**config.mk**
```make
export PLATFORM = sky130hd
export DESIGN_NAME = fetch_pc_sequencer
export DESIGN_NICKNAME = d
export VERILOG_FILES = /design/src/rtl/riscv_pkg.sv /design/src/rtl/pc_target_calc.sv /design/src/rtl/fetch_pc_sequencer.sv
export SDC_FILE = /design/constraint.sdc
export NUM_CORES = 1
export LEC_CHECK = 0
export CAP_MARGIN = 20
export CORE_UTILIZATION = 45
export CTS_BUF_LIST = sky130_fd_sc_hd__clkbuf_4
export DETAILED_ROUTE_END_ITERATION = 16
export GPL_TIMING_DRIVEN = 0
export PLACE_DENSITY = 0.79
export RECOVER_POWER = 25
export SLEW_MARGIN = 20
export SYNTH_ARGS = -nofsm -noshare
export SYNTH_HDL_FRONTEND = slang
export SYNTH_SLANG_ARGS = --single-unit
```
**constraint.sdc**
```tcl
create_clock -name clk -period 4.2 [get_ports clk]
set_input_delay 0.42 -clock clk [delete_from_list [all_inputs] [get_ports clk]]
set_output_delay 0.42 -clock clk [all_outputs]
set_load 0.03 [all_outputs]
```
**src/rtl/riscv_pkg.sv**
```systemverilog
// rtl/riscv_pkg.sv - shared opcode constants, fetch state encoding and reset PC default
package riscv_pkg;

  localparam int          XLEN_DEF     = 32;
  localparam int          ILEN_DEF     = 32;
  localparam logic [31:0] RESET_PC_DEF = 32'h0000_0000;

  localparam logic [6:0] OPC_OP_IMM = 7'h13;
  localparam logic [6:0] OPC_LOAD   = 7'h03;
  localparam logic [6:0] OPC_JALR   = 7'h67;
  localparam logic [6:0] OPC_STORE  = 7'h23;
  localparam logic [6:0] OPC_LUI    = 7'h37;
  localparam logic [6:0] OPC_AUIPC  = 7'h17;
  localparam logic [6:0] OPC_JAL    = 7'h6F;
  localparam logic [6:0] OPC_BRANCH = 7'h63;

  typedef enum logic [2:0] {
    FETCH_IDLE  = 3'd0,
    FETCH_REQ   = 3'd1,
    FETCH_WAIT  = 3'd2,
    FETCH_HOLD  = 3'd3,
    FETCH_DRAIN = 3'd4
  } fetch_state_e;

  function automatic logic [6:0] opcode_of(input logic [31:0] inst);
    return inst[6:0];
  endfunction

endpackage

```
**src/rtl/pc_target_calc.sv**
```systemverilog
// rtl/pc_target_calc.sv - redirect target adder with JALR bit0 clear and misalign detect
module pc_target_calc #(
  parameter int XLEN = 32
) (
  input  logic [XLEN-1:0] base,
  input  logic [XLEN-1:0] offset,
  input  logic            jalr,
  output logic [XLEN-1:0] target,
  output logic            misalign
);

  logic [XLEN-1:0] sum;

  always_comb begin
    sum      = base + offset;
    target   = jalr ? {sum[XLEN-1:1], 1'b0} : sum;
    misalign = (target[1:0] != 2'b00);
  end

endmodule

```
**src/rtl/fetch_pc_sequencer.sv**
```systemverilog
// rtl/fetch_pc_sequencer.sv - PC owner and fetch FSM over a one-outstanding imem port
module fetch_pc_sequencer
  import riscv_pkg::*;
#(
  parameter int              XLEN     = XLEN_DEF,
  parameter logic [XLEN-1:0] RESET_PC = XLEN'(RESET_PC_DEF),
  parameter int              ILEN     = ILEN_DEF
) (
  input  logic            clk,
  input  logic            rst_n,
  output logic            imem_req,
  output logic [XLEN-1:0] imem_addr,
  input  logic            imem_gnt,
  input  logic            imem_valid,
  input  logic [ILEN-1:0] imem_rdata,
  output logic            if_valid,
  output logic [ILEN-1:0] if_inst,
  output logic [XLEN-1:0] if_pc,
  input  logic            id_ready,
  input  logic            redir_valid,
  input  logic            redir_jalr,
  input  logic [XLEN-1:0] redir_base,
  input  logic [XLEN-1:0] redir_offset,
  output logic            flush,
  output logic            misalign_err
);

  fetch_state_e    state_q, state_d;
  logic [XLEN-1:0] pc_q, pc_d;
  logic            drop_q, drop_d;
  logic [ILEN-1:0] if_inst_q, if_inst_d;
  logic [XLEN-1:0] if_pc_q, if_pc_d;
  logic            flush_q, flush_d;
  logic            misalign_q, misalign_d;

  logic [XLEN-1:0] tgt;
  logic            tgt_misalign;

  pc_target_calc #(.XLEN(XLEN)) u_target (
    .base     (redir_base),
    .offset   (redir_offset),
    .jalr     (redir_jalr),
    .target   (tgt),
    .misalign (tgt_misalign)
  );

  always_ff @(posedge clk) begin
    if (!rst_n) begin
      state_q    <= FETCH_IDLE;
      pc_q       <= RESET_PC;
      drop_q     <= 1'b0;
      if_inst_q  <= '0;
      if_pc_q    <= '0;
      flush_q    <= 1'b0;
      misalign_q <= 1'b0;
    end else begin
      state_q    <= state_d;
      pc_q       <= pc_d;
      drop_q     <= drop_d;
      if_inst_q  <= if_inst_d;
      if_pc_q    <= if_pc_d;
      flush_q    <= flush_d;
      misalign_q <= misalign_d;
    end
  end

  always_comb begin
    state_d    = state_q;
    pc_d       = pc_q;
    drop_d     = drop_q;
    if_inst_d  = if_inst_q;
    if_pc_d    = if_pc_q;
    flush_d    = 1'b0;
    misalign_d = 1'b0;
    if (redir_valid) begin
      // A misaligned target still kills wrong-path work but leaves the PC alone.
      flush_d    = 1'b1;
      misalign_d = tgt_misalign;
      if (!tgt_misalign) pc_d = tgt;
      unique case (state_q)
        FETCH_REQ: begin
          state_d = imem_gnt ? FETCH_DRAIN : FETCH_IDLE;
          drop_d  = imem_gnt;
        end
        FETCH_WAIT: begin
          state_d = imem_valid ? FETCH_REQ : FETCH_DRAIN;
          drop_d  = !imem_valid;
        end
        FETCH_DRAIN: begin
          if (imem_valid) begin
            state_d = FETCH_REQ;
            drop_d  = 1'b0;
          end
        end
        default: state_d = FETCH_REQ;
      endcase
    end else begin
      unique case (state_q)
        FETCH_IDLE: state_d = FETCH_REQ;
        FETCH_REQ: begin
          if (imem_gnt) state_d = FETCH_WAIT;
        end
        FETCH_WAIT: begin
          if (imem_valid) begin
            if_inst_d = imem_rdata;
            if_pc_d   = pc_q;
            pc_d      = pc_q + XLEN'(4);
            state_d   = FETCH_HOLD;
          end
        end
        FETCH_HOLD: begin
          if (id_ready) state_d = FETCH_REQ;
        end
        FETCH_DRAIN: begin
          if (imem_valid && drop_q) begin
            state_d = FETCH_REQ;
            drop_d  = 1'b0;
          end
        end
        default: state_d = FETCH_IDLE;
      endcase
    end
  end

  always_comb begin
    imem_req     = (state_q == FETCH_REQ);
    imem_addr    = pc_q;
    if_valid     = (state_q == FETCH_HOLD);
    if_inst      = if_inst_q;
    if_pc        = if_pc_q;
    flush        = flush_q;
    misalign_err = misalign_q;
  end

endmodule
```
==> impl_results.md, run 1 <==
* Status: finished, final reports clean
* Endpoints failing setup at 0
* Reg-to-Reg Start: state_q[2]$_SDFFE_PN0P_
* EDFF count, synth at 0
* Crit path max fanout at 5
* First-pass DRT Iterations at 6
* Final count of hold timing violations at 0
* CP cell instances: clkdlybuf4s50_1 > ha_1 > inv_1 > fa_1 > nand2b_1 > a21oi_1 > o21ai_1 > o21ai_1 > a21oi_2 > o211ai_1 > a311oi_1 > xor2_1 > o2bb2ai_1
* Global-route usage over all layers at 0.257
* Clock sink count at 102
* Post-synth top area share at 0.340
* Reg-to-reg endpoint: imem_addr[7]$_SDFFE_PN0P_
* PD cells at 261 mW/mm²
* Register bit total from synthesis at a little over 100
* # port buffers at 200
* Worst Max-Slew Pin Slew at 0.585 ns
* Die Height at ~120 µm
* Syn avg cell area at 7.57 µm²
* Max Freq at 333 MHz
* Startpoint types: input pin
* Final Worst Setup Slack at ~1.2 ns
* CP Depth at 13
* Vias in the first global route at 5843
* Worst slack, placed at just over 0.7 ns
* Async S/R FF share, synth at 0
* Max-cap violations at 0
* Syn Nets at just over 900
* CTS tree: done
* Most frequent cells in the layout: 165 x nand2_1, 156 x clkdlybuf4s50_1, 102 x dfxtp_1
* Yosys top cell by area: dfxtp_1
* DR vias at 6369
* Seq/Total Area, Yosys at 0.340
* Placed Cells at between 1000 and 1500
* Critical Path RT at around 4.6 ns
* Warnings, synthesis at 0
* Crit path largest cell delay at 0.46 ns
* CTS H-tree depth at 3
* Final Wtd Congestion at 0.938
* Fin cells at roughly 1200
* Mapped cell area at approximately 0.006 mm²
* Vias per std cell at between 5 and 6
* Reg clk slew, reported paths at 0.16 ns
* Flop2flop setup slack at 1.77 ns
* Min cycle time layout at around 3 ns
* Clock tree buffer depth at 2
* DRC Markers at 0
* Crit Path Category: in2reg
* RSZ-0062 raised after global routing: false
* CTS root buf: clkbuf_4
* Worst setup endpoint: imem_addr[30]$_SDFFE_PN0P_
* Post-CTS Resized at 0
* First-pass GRT wire length at about 29000 µm
* Static leakage at 3.22 nW
* Nets at 1140
* Layout overhead on the synthesized area at 39.4%
* Initial antenna violation count at 1
* First-iteration detailed-routing DRC count at 536
* Final core area utilization at 0.653
* Fin crit share at 0.716
* Detailed placement HPWL at around 13000 µm
* M1 GR Usage at 0.349
* Slew Viols, Final at 0
* Layout cells sized above 1 at 0.0317
* Most common cell after layout, fill and taps aside: nand2_1
* Worst Path Buf+Inv at 2
* Initial Util at 0.468
* Clk Latency, worst-skew pair at between 0.4 and 0.5 ns
* Rows at between 40 and 50
* Largest net degree at the start of global routing at 18
* Sum Neg Setup Slack at 0 ns
* DR WL/cell at between 10 and 15 µm
* Critical path's slowest cell: clkdlybuf4s50_1
* Netlist cell types at 64
* Crit. Startpoint: redir_base[0]
* Slew HR at 0.606
* Remaining antenna violation count after routing at 0
* Num CTS Buffers at 9
* Arrival time worst endpoint at between 3 and 4 ns
* Hold Path Class: in2reg
* Routed wire length at 17500 µm
* Hold_ws at 0.396 ns
* CP most frequent cell: o21ai_1
* GR peak layer: met2
* Family with the most delay on the worst path: compound AO/OA/AOI/OAI gates
* Post-CTS Setup Inserts at 0
* CTS Hold Bufs at 0
* I/O Pins at 203
* Fin Clk Skew at 0.0109 ns
* GRT overflow at 0
* Core box area at 0.0128 mm²
* Grt met3 use at 0.0368
* Synth Instances at 793
* Ys flop type: dfxtp_1
* Path depth of the worst reg2reg path at 9
* Die ar. at 0.0138 mm²
* Synth area leaders: dfxtp_1 34%, nand2_1 10%, a21boi_0 8.0%, ha_1 6.7%, a21oi_1 5.9%
* GR Util met2 at 0.411
* Setup crit end kind: flip-flop
* Die width at 118 µm
* Peak supply drop at 0.145 mV
-- routing by layer --
| metal | share of wire | vias to the layer above |
|---|---|---|
| met5 | 0 | - |
| met1 | 0.46 | 2852 |
| met3 | 0.071 | 33 |
| met4 | 0.020 | 0 |
| met2 | 0.45 | 283 |
| li1 | - | 3201 |
-- cell families after synthesis --
| kind of cell | Yosys count | share of synthesized area |
|---|---|---|
| mux | 2 | 0.00333 |
| buf+inv | 63 | 0.0410 |
| compound gates | 252 | 0.268 |
| simple gates | 312 | 0.236 |
| flops | 102 | 0.340 |
| fa+ha+maj | 33 | 0.0700 |
| xor+xnor | 29 | 0.0423 |
-- layout make-up --
| cell class | instances | area [µm²] |
|---|---|---|
| Fill cell | 1163 | 4460 |
| Multi-Input combinational cell | 628 | 3720 |
| Sequential cell | 102 | 2040 |
| Timing Repair Buffer | 200 | 2000 |
| Tap cell | 172 | 215 |
| Buffer | 51 | 201 |
| Clock buffer | 10 | 75.1 |
| Clock inverter | 6 | 70.1 |
| Inverter | 12 | 45.0 |
| Antenna cell | 1 | 2.50 |
-- cells in the mapped netlist (5+ instances only) --
cell      instances
nand2_1         165
dfxtp_1         102
a21oi_1          71
a21boi_0         64
nor2_1           49
clkbuf_1         43
o21ai_0          37
ha_1             32
nand3_1          28
and3_1           17
o21ai_1          16
xnor2_1          15
xor2_1           14
a21o_1           13
inv_1            12
and2_1            9
nand4_1           8
nor2b_1           7
a211oi_1          5
a31oi_1           5
buf_2             5
o21a_1            5
o221ai_1          5
-- stage by stage --
step / cell area [µm²] / total power [mW]
6_report: 8370 / 2.19
5_1_grt: 8370 / 2.30
4_1_cts: 8370 / 2.19
3_5_place_dp: 8220 / 1.66
3_3_place_gp: 8220 / 1.66
2_1_floorplan: 6000 / 1.41
-- power by group --
group	switching (mW)	internal, mW	total (mW)
clock	0.343	0.194	0.537
sequential	0.0395	0.996	1.04
combinational	0.328	0.284	0.612
total	0.710	1.47	2.19
-- how the worst min path moves through the flow --
stage / from / to / slack (ns) / cells after the start
detailed placement: if_pc[0]$_SDFFE_PN0P_ / if_pc[0]$_SDFFE_PN0P_ / 0.46 / 2
floorplan: drop_q$_SDFFE_PN0P_ / drop_q$_SDFFE_PN0P_ / 0.44 / 2
global placement: if_pc[13]$_SDFFE_PN0P_ / if_pc[13]$_SDFFE_PN0P_ / 0.45 / 2
CTS: rst_n / if_pc[9]$_SDFFE_PN0P_ / 0.36 / 2
finish: rst_n / if_pc[7]$_SDFFE_PN0P_ / 0.40 / 2
global route: rst_n / if_pc[29]$_SDFFE_PN0P_ / 0.40 / 2
-- state kept, by name, indices dropped and copies added, names as in the netlist --
name / count
misalign_err: 1
if_inst: 32
drop_q: 1
state_q: 3
imem_addr: 32
if_pc: 32
flush: 1
No activity file was read; power rests on OpenSTA's default activity.
==> run 2, diff against run 1 <==
==> constraint.sdc (replaced) <==
create_clock -name clk -period 3.04 [get_ports clk]
set_input_delay 0.304 -clock clk [delete_from_list [all_inputs] [get_ports clk]]
set_output_delay 0.304 -clock clk [all_outputs]
set_load 0.03 [all_outputs]
==> results of run 2 <==
The final DEF is identical to that of run 1. Status: finished, final reports clean.
Among the figures that moved: setup slack after placement 0.708 ns -> -0.336 ns; setup slack after layout 1.19 ns -> 0.150 ns; hold slack 0.396 ns -> 0.280 ns; register-to-register setup slack 1.77 ns -> 0.61 ns; total power 2.19 mW -> 3.02 mW; worst IR drop on VDD 0.145 mV -> 0.200 mV
==> run 3, diff against run 2 <==
--- a/config.mk
+++ b/config.mk
@@ -6,11 +6,11 @@
 export NUM_CORES = 1
 export LEC_CHECK = 0
 export CAP_MARGIN = 20
-export CORE_UTILIZATION = 45
+export CORE_UTILIZATION = 43
 export CTS_BUF_LIST = sky130_fd_sc_hd__clkbuf_4
 export DETAILED_ROUTE_END_ITERATION = 16
 export GPL_TIMING_DRIVEN = 0
-export PLACE_DENSITY = 0.79
+export PLACE_DENSITY = 0.76
 export RECOVER_POWER = 25
 export SLEW_MARGIN = 20
 export SYNTH_ARGS = -nofsm -noshare
==> impl_results.md, run 3 (same netlist as run 1, synthesis figures left out) <==
* Crit path max fanout at 10
* Max-cap violations at 0
* Crit Path Category: in2reg
* PD cells at 365 mW/mm²
* DR WL/cell at between 10 and 15 µm
* Reg-to-Reg Start: imem_addr[2]$_SDFFE_PN0P_
* Arrival time worst endpoint at 3.39 ns
* I/O Pins at 203
* Core box area at 0.0135 mm²
* Most common cell after layout, fill and taps aside: nand2_1
* Layout cells sized above 1 at 0.0317
* Slew Viols, Final at 0
* Family with the most delay on the worst path: buffers and inverters
* Flop2flop setup slack at around 0.65 ns
* DR vias at roughly 6400
* Register area at 0.00204 mm²
* CP Depth at 11
* Remaining antenna violation count after routing at 0
* Die ar. at between 0.01 and 0.015 mm²
* Initial antenna violation count at 1
* Peak supply drop at between 0.15 and 0.2 mV
* Reg clk slew, reported paths at 0.15 ns
* Nets at about 1100
* Fin crit share at 0.983
* Status: finished, final reports clean
* RSZ-0062 raised after global routing: false
* Most frequent cells in the layout: 165 x nand2_1, 156 x clkdlybuf4s50_1, 102 x dfxtp_1
* # port buffers at 200
* Hold Path Class: in2reg
* Clock sink count at just over 100
* Critical Path RT at 3.45 ns
* CTS tree: done
* First-iteration detailed-routing DRC count at 719
* DRC Markers at 0
* CTS root buf: clkbuf_4
* Static leakage at 3.23 nW
* Area of the multi-input gates at 0.00372 mm²
* Min-Delay Path Depth at 2
* Global-route usage over all layers at 0.241
* Startpoint types: input pin
* Die Height at 120 µm
* Critical path's slowest cell: fa_1
* Setup crit end kind: flip-flop
* GRT overflow at 0
* Path depth of the worst reg2reg path at 10
* CP cell instances: clkdlybuf4s50_1 > ha_1 > inv_1 > fa_1 > o21ai_0 > or2_1 > clkbuf_1 > nand2_1 > buf_1 > nand4_1 > a21boi_1
* Vias per std cell at between 5 and 6
* Final core area utilization at 0.624
* Fill cell count at approximately 1300
* Worst Max-Slew Pin Slew at 0.752 ns
* CTS Hold Bufs at 0
* First-pass DRT Iterations at 5
* Layout overhead on the synthesized area at 39.7%
* Endpoints failing setup at 0
* Final Wtd Congestion at 0.939
* Hold Path End: if_pc[8]$_SDFFE_PN0P_
* Initial Util at 0.446
* Detailed placement HPWL at between 10000 and 15000 µm
* Crit path largest cell delay at 0.49 ns
* Num CTS Buffers at 9
* Rows at 42
* Clock tree buffer depth at 2
* Min-delay src: rst_n
* Routed wire length at ~18000 µm
* Final count of hold timing violations at 0
* Largest net degree at the start of global routing at 17
* Min cycle time layout at 2.99 ns
* Die width at 120 µm
* CTS H-tree depth at 3
* Reg-to-reg endpoint: imem_addr[30]$_SDFFE_PN0P_
* Slew HR at 0.494
* Final Worst Setup Slack at 0.0528 ns
* Worst slack, placed at -0.358 ns
* Clk Latency, worst-skew pair at 0.47 ns
* Fin Clk Skew at 0.0143 ns
* First-pass GRT wire length at 28000 µm
* Hold_ws at around 0.28 ns
* Max Freq at 335 MHz
* Vias in the first global route at 5622
* Worst Path Buf+Inv at 4
[run 3: metrics by stage]
stage | std cells | setup TNS [ns] | cell area, µm² | power [mW]
finish | 1186 | 0 | 8390 | 3.06
global route | 1186 | 0 | 8390 | 3.22
CTS | 1185 | 0 | 8380 | 3.07
detailed placement | 1169 | -5.53 | 8230 | 2.29
global placement | 1169 | -4.27 | 8230 | 2.29
floorplan | 793 | 0 | 6000 | 1.95
[run 3: power by group]
part	switching, mW	internal (mW)	total [mW]
combinational	0.452	0.394	0.845
sequential	0.0551	1.38	1.43
clock	0.453	0.328	0.782
[run 3: cell type report]
| type | instances | share of cell area |
|---|---|---|
| diodes | 1 | 0.000298 |
| repair buffers | 200 | 0.239 |
| clock buffers | 9 | 0.00805 |
| clock inverters | 7 | 0.0106 |
| flip-flops and latches | 102 | 0.243 |
| inverters | 12 | 0.00537 |
| multi-input cells | 628 | 0.443 |
| plain buffers | 51 | 0.0242 |
| well taps | 176 | 0.0262 |
[run 3: worst max-delay path by stage]
stage                    startpoint                          to  slack [ns]
global placement      redir_base[0]   imem_addr[2]$_SDFFE_PN0P_       -0.28
floorplan             redir_base[0]  imem_addr[24]$_SDFFE_PN0P_        0.62
detailed placement    redir_base[0]   imem_addr[2]$_SDFFE_PN0P_       -0.36
CTS                   redir_base[0]   imem_addr[2]$_SDFFE_PN0P_        0.12
finish                redir_base[0]   imem_addr[2]$_SDFFE_PN0P_        0.05
global route        redir_offset[0]   imem_addr[2]$_SDFFE_PN0P_      0.0008
[run 3: per-layer routing]
metal / vias to the layer above / global-route usage / wire [µm]
met3: 24 / 0.0448 / 1320
met1: 2866 / 0.324 / 8040
met4: 0 / 0.0680 / 303
met5: - / 0 / 0
li1: 3207 / - / -
met2: 273 / 0.393 / 7900
[run 3: what timing repair did]
item,in CTS,in global routing
endpoints found under the setup margin,0,7
resized for setup,0,4
buffers inserted,0,0
